$ cat src/rtl/dds_sweep_ctrl.sv
// Register-write master for DDS_Top: writes amplitude once, then sweeps the frequency word.
// Build option DDS_SWEEP_TRIANGLE_EN turns the sawtooth sweep into an up/down triangle sweep.
module dds_sweep_ctrl #(
    parameter logic [15:0] FREQ_ADDR = 16'h0020,
    parameter logic [15:0] AMP_ADDR  = 16'h0030,
    parameter int          DW        = 16
) (
    input  logic          clk,
    input  logic          rst,
    input  logic          start,
    input  logic          abort,
    input  logic          continuous,
    input  logic [DW-1:0] cfg_amp,
    input  logic [DW-1:0] f_start,
    input  logic [DW-1:0] f_stop,
    input  logic [DW-1:0] f_step,
    input  logic [15:0]   dwell,
    output logic          wr,
    output logic [15:0]   waddr,
    output logic [DW-1:0] wdata,
    output logic          busy,
    output logic          done
);

    // state     | meaning
    // S_IDLE    | waiting for start, cfg sampled here
    // S_AMP_WR  | amplitude register write on the bus
    // S_GAP     | one quiet cycle before the first frequency write
    // S_FREQ_WR | frequency register write on the bus
    // S_DWELL   | hold current frequency, down-counter running
    // S_DONE    | single-shot sweep finished, done pulse
    typedef enum logic [2:0] {
        S_IDLE, S_AMP_WR, S_GAP, S_FREQ_WR, S_DWELL, S_DONE
    } state_t;

    state_t          state_q, state_d;
    logic [DW-1:0]   cur_q, cur_d;
    logic [DW-1:0]   fstart_q, fstop_q, step_q;
    logic [15:0]     dwell_q, cnt_q, cnt_d;
    logic            cont_q;
    logic            load;
    logic [DW:0]     up_sum;
    logic [DW-1:0]   up_nxt;

    logic            wr_q, wr_d;
    logic [15:0]     waddr_q, waddr_d;
    logic [DW-1:0]   wdata_q, wdata_d;
    logic            busy_q, busy_d;
    logic            done_q, done_d;

`ifdef DDS_SWEEP_TRIANGLE_EN
    logic            dir_q, dir_d;
    logic [DW:0]     dn_diff, rs_sum;
    logic [DW-1:0]   dn_nxt, rs_nxt;
`endif

    // Carry out of the DW+1-bit sum always compares above f_stop.
    assign up_sum = {1'b0, cur_q} + {1'b0, step_q};
    assign up_nxt = (up_sum > {1'b0, fstop_q}) ? fstop_q : up_sum[DW-1:0];

`ifdef DDS_SWEEP_TRIANGLE_EN
    assign dn_diff = {1'b0, cur_q} - {1'b0, step_q};
    assign dn_nxt  = (dn_diff[DW] || (dn_diff[DW-1:0] < fstart_q)) ? fstart_q : dn_diff[DW-1:0];
    assign rs_sum  = {1'b0, fstart_q} + {1'b0, step_q};
    assign rs_nxt  = (rs_sum > {1'b0, fstop_q}) ? fstop_q : rs_sum[DW-1:0];
`endif

    assign load = (state_q == S_IDLE) && start && !abort;

    always_comb begin
        state_d = state_q;
        cur_d   = cur_q;
        cnt_d   = cnt_q;
`ifdef DDS_SWEEP_TRIANGLE_EN
        dir_d   = dir_q;
`endif
        case (state_q)
            S_IDLE: begin
                if (load) begin
                    state_d = S_AMP_WR;
                    cur_d   = f_start;
`ifdef DDS_SWEEP_TRIANGLE_EN
                    dir_d   = 1'b0;
`endif
                end
            end
            S_AMP_WR: state_d = S_GAP;
            S_GAP:    state_d = S_FREQ_WR;
            S_FREQ_WR: begin
                state_d = S_DWELL;
                cnt_d   = dwell_q - 16'd1;
            end
            S_DWELL: begin
                if (cnt_q != 16'd0) begin
                    cnt_d = cnt_q - 16'd1;
                end else begin
                    state_d = S_FREQ_WR;
`ifdef DDS_SWEEP_TRIANGLE_EN
                    if (!dir_q && (cur_q < fstop_q)) begin
                        cur_d = up_nxt;
                    end else if (cur_q > fstart_q) begin
                        dir_d = 1'b1;
                        cur_d = dn_nxt;
                    end else if (cont_q) begin
                        dir_d = 1'b0;
                        cur_d = (fstart_q < fstop_q) ? rs_nxt : fstart_q;
                    end else begin
                        state_d = S_DONE;
                    end
`else
                    if (cur_q < fstop_q) begin
                        cur_d = up_nxt;
                    end else if (cont_q) begin
                        cur_d = fstart_q;
                    end else begin
                        state_d = S_DONE;
                    end
`endif
                end
            end
            S_DONE:  state_d = S_IDLE;
            default: state_d = S_IDLE;
        endcase
        if (abort) begin
            state_d = S_IDLE;
        end
    end

    // Outputs are registered decodes of the next state, so they line up with the state itself.
    always_comb begin
        wr_d    = 1'b0;
        waddr_d = 16'd0;
        wdata_d = '0;
        busy_d  = (state_d != S_IDLE);
        done_d  = (state_d == S_DONE);
        if (state_d == S_AMP_WR) begin
            wr_d    = 1'b1;
            waddr_d = AMP_ADDR;
            wdata_d = cfg_amp;
        end else if (state_d == S_FREQ_WR) begin
            wr_d    = 1'b1;
            waddr_d = FREQ_ADDR;
            wdata_d = cur_d;
        end
    end

    always_ff @(posedge clk or posedge rst) begin
        if (rst) begin
            state_q  <= S_IDLE;
            cur_q    <= '0;
            cnt_q    <= 16'd0;
            fstart_q <= '0;
            fstop_q  <= '0;
            step_q   <= '0;
            dwell_q  <= 16'd0;
            cont_q   <= 1'b0;
            wr_q     <= 1'b0;
            waddr_q  <= 16'd0;
            wdata_q  <= '0;
            busy_q   <= 1'b0;
            done_q   <= 1'b0;
        end else begin
            state_q <= state_d;
            cur_q   <= cur_d;
            cnt_q   <= cnt_d;
            if (load) begin
                fstart_q <= f_start;
                fstop_q  <= f_stop;
                step_q   <= (f_step == '0) ? {{(DW-1){1'b0}}, 1'b1} : f_step;
                dwell_q  <= (dwell == 16'd0) ? 16'd1 : dwell;
                cont_q   <= continuous;
            end
            wr_q    <= wr_d;
            waddr_q <= waddr_d;
            wdata_q <= wdata_d;
            busy_q  <= busy_d;
            done_q  <= done_d;
        end
    end

`ifdef DDS_SWEEP_TRIANGLE_EN
    always_ff @(posedge clk or posedge rst) begin
        if (rst) begin
            dir_q <= 1'b0;
        end else begin
            dir_q <= dir_d;
        end
    end
`endif

    assign wr    = wr_q;
    assign waddr = waddr_q;
    assign wdata = wdata_q;
    assign busy  = busy_q;
    assign done  = done_q;

endmodule
$ cat config.mk
export PLATFORM = sky130hd
export DESIGN_NAME = dds_sweep_ctrl
export DESIGN_NICKNAME = d
export VERILOG_FILES = /design/src/rtl/dds_sweep_ctrl.sv
export SDC_FILE = /design/constraint.sdc
export NUM_CORES = 1
export LEC_CHECK = 0
export ABC_AREA = 1
export BUFFER_PORTS_ARGS = -buffer_cell sky130_fd_sc_hd__buf_2
export CAP_MARGIN = 10
export CORE_MARGIN = 1.5
export CORE_UTILIZATION = 45
export CTS_CLUSTER_SIZE = 30
export DETAILED_ROUTE_END_ITERATION = 6
export PLACE_DENSITY = 0.65
export SYNTH_ARGS = -nofsm -noshare
export SYNTH_HDL_FRONTEND = slang
export SYNTH_SLANG_ARGS = --single-unit
export TNS_END_PERCENT = 50
$ cat constraint.sdc
create_clock -name clk -period 5.35 [get_ports clk]
set_clock_uncertainty 0.05 [all_clocks]
set_input_delay 1.3375 -clock clk [delete_from_list [all_inputs] [get_ports clk]]
set_output_delay 1.3375 -clock clk [all_outputs]
set_load 0.1 [all_outputs]
==> reports/qor.yml, run 1 <==
tightest_slew_ns: 1.01
hold_path.startpoint: "dwell_q[7]$_DFFE_PP0P_"
critPathSlowestCell: "fa_1"
maxCapViolCount: 0
clockBufferDepth: 2
ys_seq_area_share_pct: 37.8
yosysWarnings: 0
r2r_cells: 29
critPathMaxStageDelay_ns: 0.41
cts-root-buf: "clkbuf_16"
clk_latency_ns: 0.43
grt_max_degree: 137
drc: 0
postSynth.asyncResetShare_pct: 100
finalNetCount: 1291
multi_input_area_um2: 4260
io_buffers: 105
hold_end: "dwell_q[7]$_DFFE_PP0P_"
fin_crit_sh_pct: 77.9
drive_above_1_share_pct: 15.8
sw_frac_of_total_pct: 49.1
yosysTopAreaCell: "dfrtp_1"
areaGrowthSynthToFinish_pct: 14.8
holdWs_ns: 0.413
cts_setup_buffers: 0
first_global_vias: 6919
ys_types: 48
synth_edf_count: 0
powerDensity_nw_per_um2: 609
p_int_mw: 2.83
worstSetupPathType: "register to register"
hold_path_class: "register to register"
hpwl_um: 15600
setup_viol: 0
period_needed_ns: 4.17
pwr-share-seq_pct: 25.6
initial_utilization_pct: 45.9
ys_ff_latch: 120
final_hold_viol_count: 0
antenna_found_initial: 0
layout_common_cells: "nand2_1, dfrtp_1, inv_1, buf_2, o21ai_0"
regArea_um2: 3000
power_frac_comb_pct: 54.7
peakVddDrop_mv: 0.294
final_util_pct: 52.7
synthFlopType: "dfrtp_1"
detail_route.wl_per_cell_um: 15.3
holdBufCountCts: 0
hold_depth: 2
crit_arrival_ns: 4.43
detail-route-antenna-nets: 0
io_pins: 120
overflow: 0
mappedNetlistArea_um2: 7950
numCtsBuffers: 17
mostFrequentLayoutCell: "nand2_1"
gp_congestion: 0.906
drt_pass1_iterations: 6
die_y_um: 136
p_total_mw: 5.55
placementRows: 48
leakagePower_nw: 4.79
cts-resized-gates: 0
rsz0062_at_grt: "no"
r2r_start: "cur_q[0]$_DFF_PP0_"
final.setup.tns_ns: 0
core_area_um2: 17300
vias: 7267
switchingPower_mw: 2.73
critPathRequiredTime_ns: 5.61
fillers: 1693
syn_avg_cell_area_um2: 7.45
synth_top_area_share_pct: 37.8
drt-total-wl_um: 21300
rr_endpoint: "wdata[7]$_DFF_PP0_"
startpoint_type: "register"
diodes: 0
status: "completed"
netlist_instances: 1067
clkSinkCount: 120
path_max_fanout: 16
drt-initial-drc-count: 378
htreeDepth: 4
netlist_top_cells_area: "dfrtp_1, nand2_1, ha_1, o21ai_0, nand3_1"
cts_tree: "done"
die_area_um2: 18500
drv_slew: 0
end_kind: "register"
clk_pin_slew_ns: 0.06
r2r_slack_ns: 1.18
fmax_mhz: 240
die_w_um: 136
grt_pass1_wl_um: 35100
clockPowerShare_pct: 19.6
grtUsageTotal_pct: 24.6
crit_top_cell: "nand2_1"
maxSlewHeadroom_pct: 32.8
viasPerCell: 5.21
[layout make-up]
type,instances,share of cell area (%)
sequential,120,32.9
clock buffer,18,4.71
clock inverter,14,1.37
inverter,117,4.84
tap,225,3.09
multi-input combinational,790,46.7
timing repair buffer,111,6.39
[worst max-delay path by stage]
stage / endpoint / cells after the start / startpoint / slack, ns
floorplan: busy$_DFF_PP0_ / 1 / rst / 0.78
global placement: cur_q[4]$_DFF_PP0_ / 25 / cur_q[0]$_DFF_PP0_ / 1.21
detailed placement: wdata[11]$_DFF_PP0_ / 29 / cur_q[0]$_DFF_PP0_ / 1.24
CTS: wdata[11]$_DFF_PP0_ / 29 / cur_q[0]$_DFF_PP0_ / 1.21
global route: wdata[3]$_DFF_PP0_ / 29 / cur_q[0]$_DFF_PP0_ / 0.65
finish: wdata[7]$_DFF_PP0_ / 29 / cur_q[0]$_DFF_PP0_ / 1.18
[critical path, delay by kind of cell (launching register included)]
family	cells	cell delay [ns]
AOI/OAI and AO/OA	2	0.35
DFF	1	0.39
buffers and inverters	3	0.20
and+or+nand+nor	21	2.15
adders and majority gates	3	0.94
[metrics by stage]
stage | area [um2] | std cells | worst slack, ns
final | 9120 | 1395 | 1.18
after global routing | 9120 | 1395 | 0.655
after CTS | 9120 | 1395 | 1.21
after detailed placement | 8560 | 1363 | 1.24
after global placement | 8560 | 1363 | 1.21
after floorplan | 7990 | 1080 | 0.777
[cells by family (layout without fill, tap and decap cells)]
group	Yosys count	after routing	synth area share, %
flops	120	120	37.8
fa+ha+maj	49	49	7.81
simple gates	510	510	28.1
xor+xnor	20	20	2.20
mux	3	3	0.378
buf+inv	170	260	9.35
compound gates	194	194	14.3
other cells	1	14	0.0472
[sequential cells by signal, summed over array words and instances, names as in the netlist]
| signal | cells |
|---|---|
| state_q | 3 |
| waddr | 2 |
| fstart_q | 16 |
| cont_q | 1 |
| fstop_q | 16 |
| dwell_q | 16 |
| step_q | 16 |
| cur_q | 16 |
| wdata | 16 |
| done | 1 |
| busy | 1 |
| cnt_q | 16 |
[per-layer routing]
layer	routed length (um)	part of all wire (%)	up-vias	global-route usage [%]
met2	9920	47	210	40.6
li1	-	-	3678	-
met5	0	0	-	0
met4	728	3.4	0	10.3
met3	1180	5.5	47	4.88
met1	9480	45	3332	31.5
[synth_stat cells, drive strengths merged (2+ instances only)]
| master | number |
|---|---|
| nor3 | 7 |
| or2 | 6 |
| nand3b | 2 |
| a21oi | 49 |
| nor2 | 50 |
| a211oi | 15 |
| a31oi | 6 |
| nand4 | 13 |
| mux2i | 3 |
| nand2 | 330 |
| o21ai | 100 |
| buf | 31 |
| nand3 | 86 |
| inv | 116 |
| dfrtp | 120 |
| a21boi | 16 |
| xor2 | 15 |
| o31ai | 2 |
| clkbuf | 22 |
| ha | 48 |
| xnor2 | 5 |
| nor4 | 15 |
| o21a | 2 |
| a21o | 2 |
[power by group through the flow]
| stage | Sequential, mW | Combinational [mW] | Clock, mW |
|---|---|---|---|
| after floorplan | 1.42 | 2.27 | 0 |
| after global placement | 1.43 | 2.99 | 0 |
| after detailed placement | 1.43 | 3.01 | 0 |
| after CTS | 1.42 | 3.03 | 1.11 |
| after global routing | 1.46 | 3.46 | 1.15 |
| final | 1.42 | 3.04 | 1.09 |
Note: power is estimated with default switching activity, not from simulation.
==> inputs of run 2 (changes only) <==
--- a/config.mk
+++ b/config.mk
@@ -5,14 +5,14 @@
 export SDC_FILE = /design/constraint.sdc
 export NUM_CORES = 1
 export LEC_CHECK = 0
-export ABC_AREA = 1
+export ABC_AREA = 0
 export BUFFER_PORTS_ARGS = -buffer_cell sky130_fd_sc_hd__buf_2
 export CAP_MARGIN = 10
 export CORE_MARGIN = 1.5
 export CORE_UTILIZATION = 45
 export CTS_CLUSTER_SIZE = 30
 export DETAILED_ROUTE_END_ITERATION = 6
-export PLACE_DENSITY = 0.65
+export PLACE_DENSITY = 0.66
 export SYNTH_ARGS = -nofsm -noshare
 export SYNTH_HDL_FRONTEND = slang
 export SYNTH_SLANG_ARGS = --single-unit
==> constraint.sdc (replaced) <==
create_clock -name clk -period 4.23 [get_ports clk]
set_clock_uncertainty 0.05 [all_clocks]
set_input_delay 1.0575 -clock clk [delete_from_list [all_inputs] [get_ports clk]]
set_output_delay 1.0575 -clock clk [all_outputs]
set_load 0.1 [all_outputs]
==> reports/qor.yml, run 2 <==
final_hold_viol_count: 0
finalNetCount: 1189
placementRows: 47
drt_pass1_iterations: 5
synth_edf_count: 0
powerDensity_nw_per_um2: 799
worstSetupPathType: "register to register"
hold_depth: 2
initial_utilization_pct: 45.9
critPathRequiredTime_ns: 4.48
core_area_um2: 16500
clk_pin_slew_ns: 0.06
hold_end: "fstart_q[6]$_DFFE_PP0P_"
setup_slack_ns: -0.128
grt_use_met3_pct: 5.56
io_buffers: 105
yosysWarnings: 0
synth_common_cells: "nand2_1, dfrtp_1, a21oi_1, ha_1, nor2_1"
vias: 7129
r2r_slack_ns: -0.13
cts_tree: "done"
end_kind: "register"
drive_above_1_share_pct: 26.9
fin_crit_sh_pct: 103
peakVddDrop_mv: 0.392
drt-initial-drc-count: 568
violations: "setup timing"
leakagePower_nw: 4.74
setup_viol: 19
io_pins: 120
maxSlewHeadroom_pct: 36.6
overflow: 0
netlist_top_cells_area: "dfrtp_1, nand2_1, ha_1, a21oi_1, mux2i_1"
mappedNetlistArea_um2: 7590
antenna_found_initial: 0
ys_types: 76
tightest_slew_ns: 0.946
numCtsBuffers: 17
use_met2_pct: 38.3
ys_ff_latch: 120
clockBufferDepth: 2
syn_avg_cell_area_um2: 8.53
clkSinkCount: 120
synth_top_area_share_pct: 39.6
r2r_cells: 21
netlist_instances: 890
placed_area_um2: 8700
areaGrowthSynthToFinish_pct: 28.5
drv_slew: 0
die_y_um: 133
finalInstanceArea_um2: 9760
die_area_um2: 17700
drc: 0
layout_common_cells: "nand2_1, dfrtp_1, buf_2, buf_4, a21oi_1"
yosysTopAreaCell: "dfrtp_1"
mostFrequentLayoutCell: "nand2_1"
gp_congestion: 0.931
grt_busiest_layer: "met1"
status: "finished with violations"
final_util_pct: 59.0
hold_path.startpoint: "fstart_q[6]$_DFFE_PP0P_"
grt_max_degree: 78
fillers: 1440
first_global_vias: 6663
hold_path_class: "register to register"
htreeDepth: 4
period_needed_ns: 4.36
synthMostInstantiatedCell: "nand2_1"
hpwl_um: 16900
cts-root-buf: "clkbuf_16"
maxCapViolCount: 0
clk_latency_ns: 0.42
path_max_fanout: 6
grt_pass1_wl_um: 36400
rsz0062_at_grt: "yes"
regArea_um2: 3010
detail_route.wl_per_cell_um: 18.1
viasPerCell: 5.56
rr_endpoint: "cur_q[2]$_DFF_PP0_"
synthFlopType: "dfrtp_1"
fmax_mhz: 229
use_met1_pct: 40.5
holdBufCountCts: 0
detail-route-antenna-nets: 0
ys_seq_area_share_pct: 39.6
die_w_um: 133
diodes: 0
r2r_start: "cur_q[0]$_DFF_PP0_"
startpoint_type: "register"
grtUsageTotal_pct: 26.6
crit_arrival_ns: 4.61
postSynth.asyncResetShare_pct: 100
drt-total-wl_um: 23200
multi_input_area_um2: 4560
-- run 2: changes by cell type in the layout (fill, tap and decap cells not counted), sizes merged, moves of 19 or more --
cell and delta:
inv -86, buf +78, mux2i +19, nand3 -82
nand2 -113, o21ai -52
-- run 2: stage by stage --
step	instances	setup WS, ns	TNS, ns	hold WS, ns	total power [mW]
after global routing	1283	-0.347	-6.69	0.458	8.28
after CTS	1271	-0.137	-1.47	0.435	7.10
after detailed placement	1237	-0.388	-8.14	0.416	5.34
final	1283	-0.128	-1.08	0.432	7.80
after global placement	1237	-0.353	-7.38	0.408	5.29
after floorplan	903	0.0319	0	0.390	4.16
-- run 2: worst max path at each step --
stage                          endpoint  slack, ns             startpoint
finish               cur_q[2]$_DFF_PP0_      -0.13     cur_q[0]$_DFF_PP0_
global route         cur_q[3]$_DFF_PP0_      -0.35     cur_q[5]$_DFF_PP0_
CTS                  cur_q[2]$_DFF_PP0_      -0.14  step_q[6]$_DFFE_PP0P_
detailed placement   cur_q[3]$_DFF_PP0_      -0.39  step_q[6]$_DFFE_PP0P_
global placement     cur_q[0]$_DFF_PP0_      -0.35     cur_q[1]$_DFF_PP0_
floorplan           cur_q[12]$_DFF_PP0_       0.03     cur_q[0]$_DFF_PP0_
-- run 2: area by class of cell --
class	count	area share (%)
clock buffers	22	4.86
clock inverters	5	0.513
inverters	35	1.40
multi-input cells	692	46.8
flip-flops and latches	120	30.8
well taps	220	2.82
repair buffers	189	12.8
-- run 2: report_power, final --
group	total [mW]	internal, mW	switching, mW	leakage, nW
registers	1.81	1.45	0.361	1.49
clock network	1.33	0.831	0.501	0.263
logic	4.65	2.22	2.43	2.99
-- run 2: routing by layer --
layer	vias to the layer above	share of wire (%)
met4	0	1.6
met1	3387	49
met3	28	6.3
met2	245	43
met5	-	0
li1	3469	-
-- run 2: kinds of logic after synthesis --
logic type	count (synthesis)	synth area share (%)
AOI/OAI and AO/OA	236	21.0
adders and majority gates	49	8.18
buffers and inverters	91	5.57
other	1	0.0494
and+or+nand+nor	352	20.4
xor gates and xnor gates	13	1.50
muxes	28	3.79
DFF	120	39.6
-- run 2: critical path, cell delays in order, from the launching register on --
cell and delay, ns:
dfrtp_1 0.41, ha_4 0.18, buf_4 0.14, a211oi_4 0.25, nor2_4 0.07, buf_6 0.12
or3_4 0.34, a31o_4 0.23, a21oi_4 0.13, xnor2_2 0.08, ha_1 0.29, nand2_2 0.07
nor4_4 0.30, a21oi_1 0.10, a211o_1 0.31, a32oi_4 0.19, buf_12 0.16, buf_8 0.12
mux2i_2 0.22, a21oi_2 0.09, a222oi_1 0.28, inv_1 0.08
-- run 2: what timing repair did --
action                     in CTS  in global routing
gates resized for setup        32                 45
buffers inserted                8                 12
setup endpoints to repair      32                 32
pin swaps                      45                 32
==> inputs of run 3 (changes only) <==
--- a/config.mk
+++ b/config.mk
@@ -9,10 +9,11 @@
 export BUFFER_PORTS_ARGS = -buffer_cell sky130_fd_sc_hd__buf_2
 export CAP_MARGIN = 10
 export CORE_MARGIN = 1.5
-export CORE_UTILIZATION = 45
+export CORE_UTILIZATION = 55
 export CTS_CLUSTER_SIZE = 30
 export DETAILED_ROUTE_END_ITERATION = 6
-export PLACE_DENSITY = 0.66
+export PLACE_DENSITY = 0.78
+export REMOVE_ABC_BUFFERS = 1
 export SYNTH_ARGS = -nofsm -noshare
 export SYNTH_HDL_FRONTEND = slang
 export SYNTH_SLANG_ARGS = --single-unit
==> reports/qor.yml, run 3 (same netlist as run 2, synthesis figures left out) <==
diodes: 0
r2r_slack_ns: -0.20
vias: 7416
cts-root-buf: "clkbuf_16"
critPathLaunch: "step_q[1]$_DFFE_PP0P_"
critPathRequiredTime_ns: 4.47
rsz0062_at_grt: "yes"
leakagePower_nw: 4.76
tightest_slew_ns: 1.18
die_w_um: 120
fin_crit_sh_pct: 105
clockBufferDepth: 2
core_area_um2: 13300
peakVddDrop_mv: 0.607
pre_cts_ws_ns: -0.483
drive_above_1_share_pct: 26.0
initial_utilization_pct: 56.9
die_y_um: 120
io_pins: 120
first_global_vias: 7159
clk_pin_slew_ns: 0.05
r2r_cells: 19
maxCapViolCount: 0
detail_route.wl_per_cell_um: 17.7
drt-initial-drc-count: 675
critPathMaxStageDelay_ns: 0.40
layout_common_cells: "nand2_1, dfrtp_1, buf_2, buf_4, a21oi_1"
crit_top_cell: "a21oi_1"
final_util_pct: 72.0
crit_chain: "ha_4 -> a211oi_4 -> nor2_2 -> buf_4 -> or3_4 -> a31o_4 -> a21oi_2 -> xnor2_1 -> ha_1 -> nand2_2 -> nor4_4 -> a21oi_1 -> a211o_1 -> a32oi_4 -> buf_12 -> mux2i_1 -> a21oi_1 -> a222oi_1 -> inv_1"
gp_congestion: 0.971
instances_no_fill: 1244
fmax_mhz: 226
grtUsageTotal_pct: 31.1
grt_max_degree: 57
mostFrequentLayoutCell: "nand2_1"
maxSlewHeadroom_pct: 21.1
antenna_found_initial: 0
numCtsBuffers: 17
drv_slew: 0
end_kind: "register"
detail-route-antenna-nets: 0
drc: 0
powerDensity_nw_per_um2: 797
placementRows: 42
endpoint: "cur_q[8]$_DFF_PP0_"
drt-total-wl_um: 22100
setup_viol: 30
violations: "setup timing"
hpwl_um: 15200
crit_arrival_ns: 4.67
holdWs_ns: 0.424
r2r_start: "step_q[1]$_DFFE_PP0P_"
place_inst: 1194
viasPerCell: 5.96
hold_path_class: "register to register"
die_area_um2: 14500
overflow: 0
io_buffers: 105
startpoint_type: "register"
path_max_fanout: 6
grt_pass1_wl_um: 35100
clkSinkCount: 120
htreeDepth: 4
cts_tree: "done"
period_needed_ns: 4.43
areaGrowthSynthToFinish_pct: 26.6
worstSetupPathType: "register to register"
rr_endpoint: "cur_q[8]$_DFF_PP0_"
setup_slack_ns: -0.196
finalNetCount: 1194
critPathSlowestCell: "dfrtp_1"
final_hold_viol_count: 0
clk_latency_ns: 0.42
status: "finished with violations"
drt_pass1_iterations: 6
[run 3: cell count changes in the layout (fill, tap and decap cells not counted), moves of 2 or more]
cell	delta
nand2_2	+2
mux2i_2	-3
a21oi_2	-3
o311ai_4	-2
a21oi_1	+4
o311ai_1	+2
mux2i_1	+3
buf_12	-2
nand2_1	-2
buf_4	+8
buf_8	-2
[run 3: worst min path at each step]
| stage | from | end | slack, ns | cells after the start |
|---|---|---|---|---|
| floorplan | fstart_q[13]$_DFFE_PP0P_ | fstart_q[13]$_DFFE_PP0P_ | 0.39 | 2 |
| global placement | fstart_q[4]$_DFFE_PP0P_ | fstart_q[4]$_DFFE_PP0P_ | 0.41 | 2 |
| detailed placement | fstart_q[4]$_DFFE_PP0P_ | fstart_q[4]$_DFFE_PP0P_ | 0.41 | 2 |
| CTS | fstart_q[4]$_DFFE_PP0P_ | fstart_q[4]$_DFFE_PP0P_ | 0.43 | 2 |
| global route | fstart_q[4]$_DFFE_PP0P_ | fstart_q[4]$_DFFE_PP0P_ | 0.45 | 2 |
| finish | fstart_q[11]$_DFFE_PP0P_ | fstart_q[11]$_DFFE_PP0P_ | 0.42 | 1 |
[run 3: layout make-up]
class | instances | area [um2]
clock buffers | 22 | 474
clock inverters | 5 | 50.0
fillers | 1045 | 3740
inverters | 35 | 135
multi-input cells | 692 | 4470
flip-flops and latches | 120 | 3000
well taps | 176 | 220
repair buffers | 194 | 1250
[run 3: layer usage]
metal  vias to the layer above  GRT usage, %  share of wire, %
met1                      3532          40.4                42
met5                         -             0                 0
met3                        52          7.26               7.8
met4                         0          12.1               2.3
li1                       3487             -                 -
met2                       345          50.7                48
[run 3: where the power goes]
group	switching, mW	total (mW)	internal [mW]
clock network	0.486	1.32	0.831
registers	0.330	1.78	1.45
logic	2.42	4.56	2.14
[run 3: metrics by stage]
step	power (mW)	setup TNS [ns]	area [um2]
2_1_floorplan	4.01	-17.03	7350
3_3_place_gp	5.23	-8.71	8620
3_5_place_dp	5.27	-11.25	8620
4_1_cts	7.19	-0.709	9430
5_1_grt	8.12	-9.33	9610
6_report	7.66	-2.87	9610
[run 3: worst max-delay path, delay by kind of cell (launching register included)]
kind                       cells  cell delay (ns)
buffers and inverters          3             0.40
adders and majority gates      2             0.57
AOI/OAI and AO/OA              8             1.74
xor gates and xnor gates       1             0.12
muxes                          1             0.18
and+or+nand+nor                4             0.83
DFF                            1             0.40
[run 3: timing repair]
action	CTS	global route
hold buffers	0	0
pin swaps	35	24
gates resized for setup	31	30
setup endpoints to repair	32	32
setup buffers	16	7
cloned	1	0
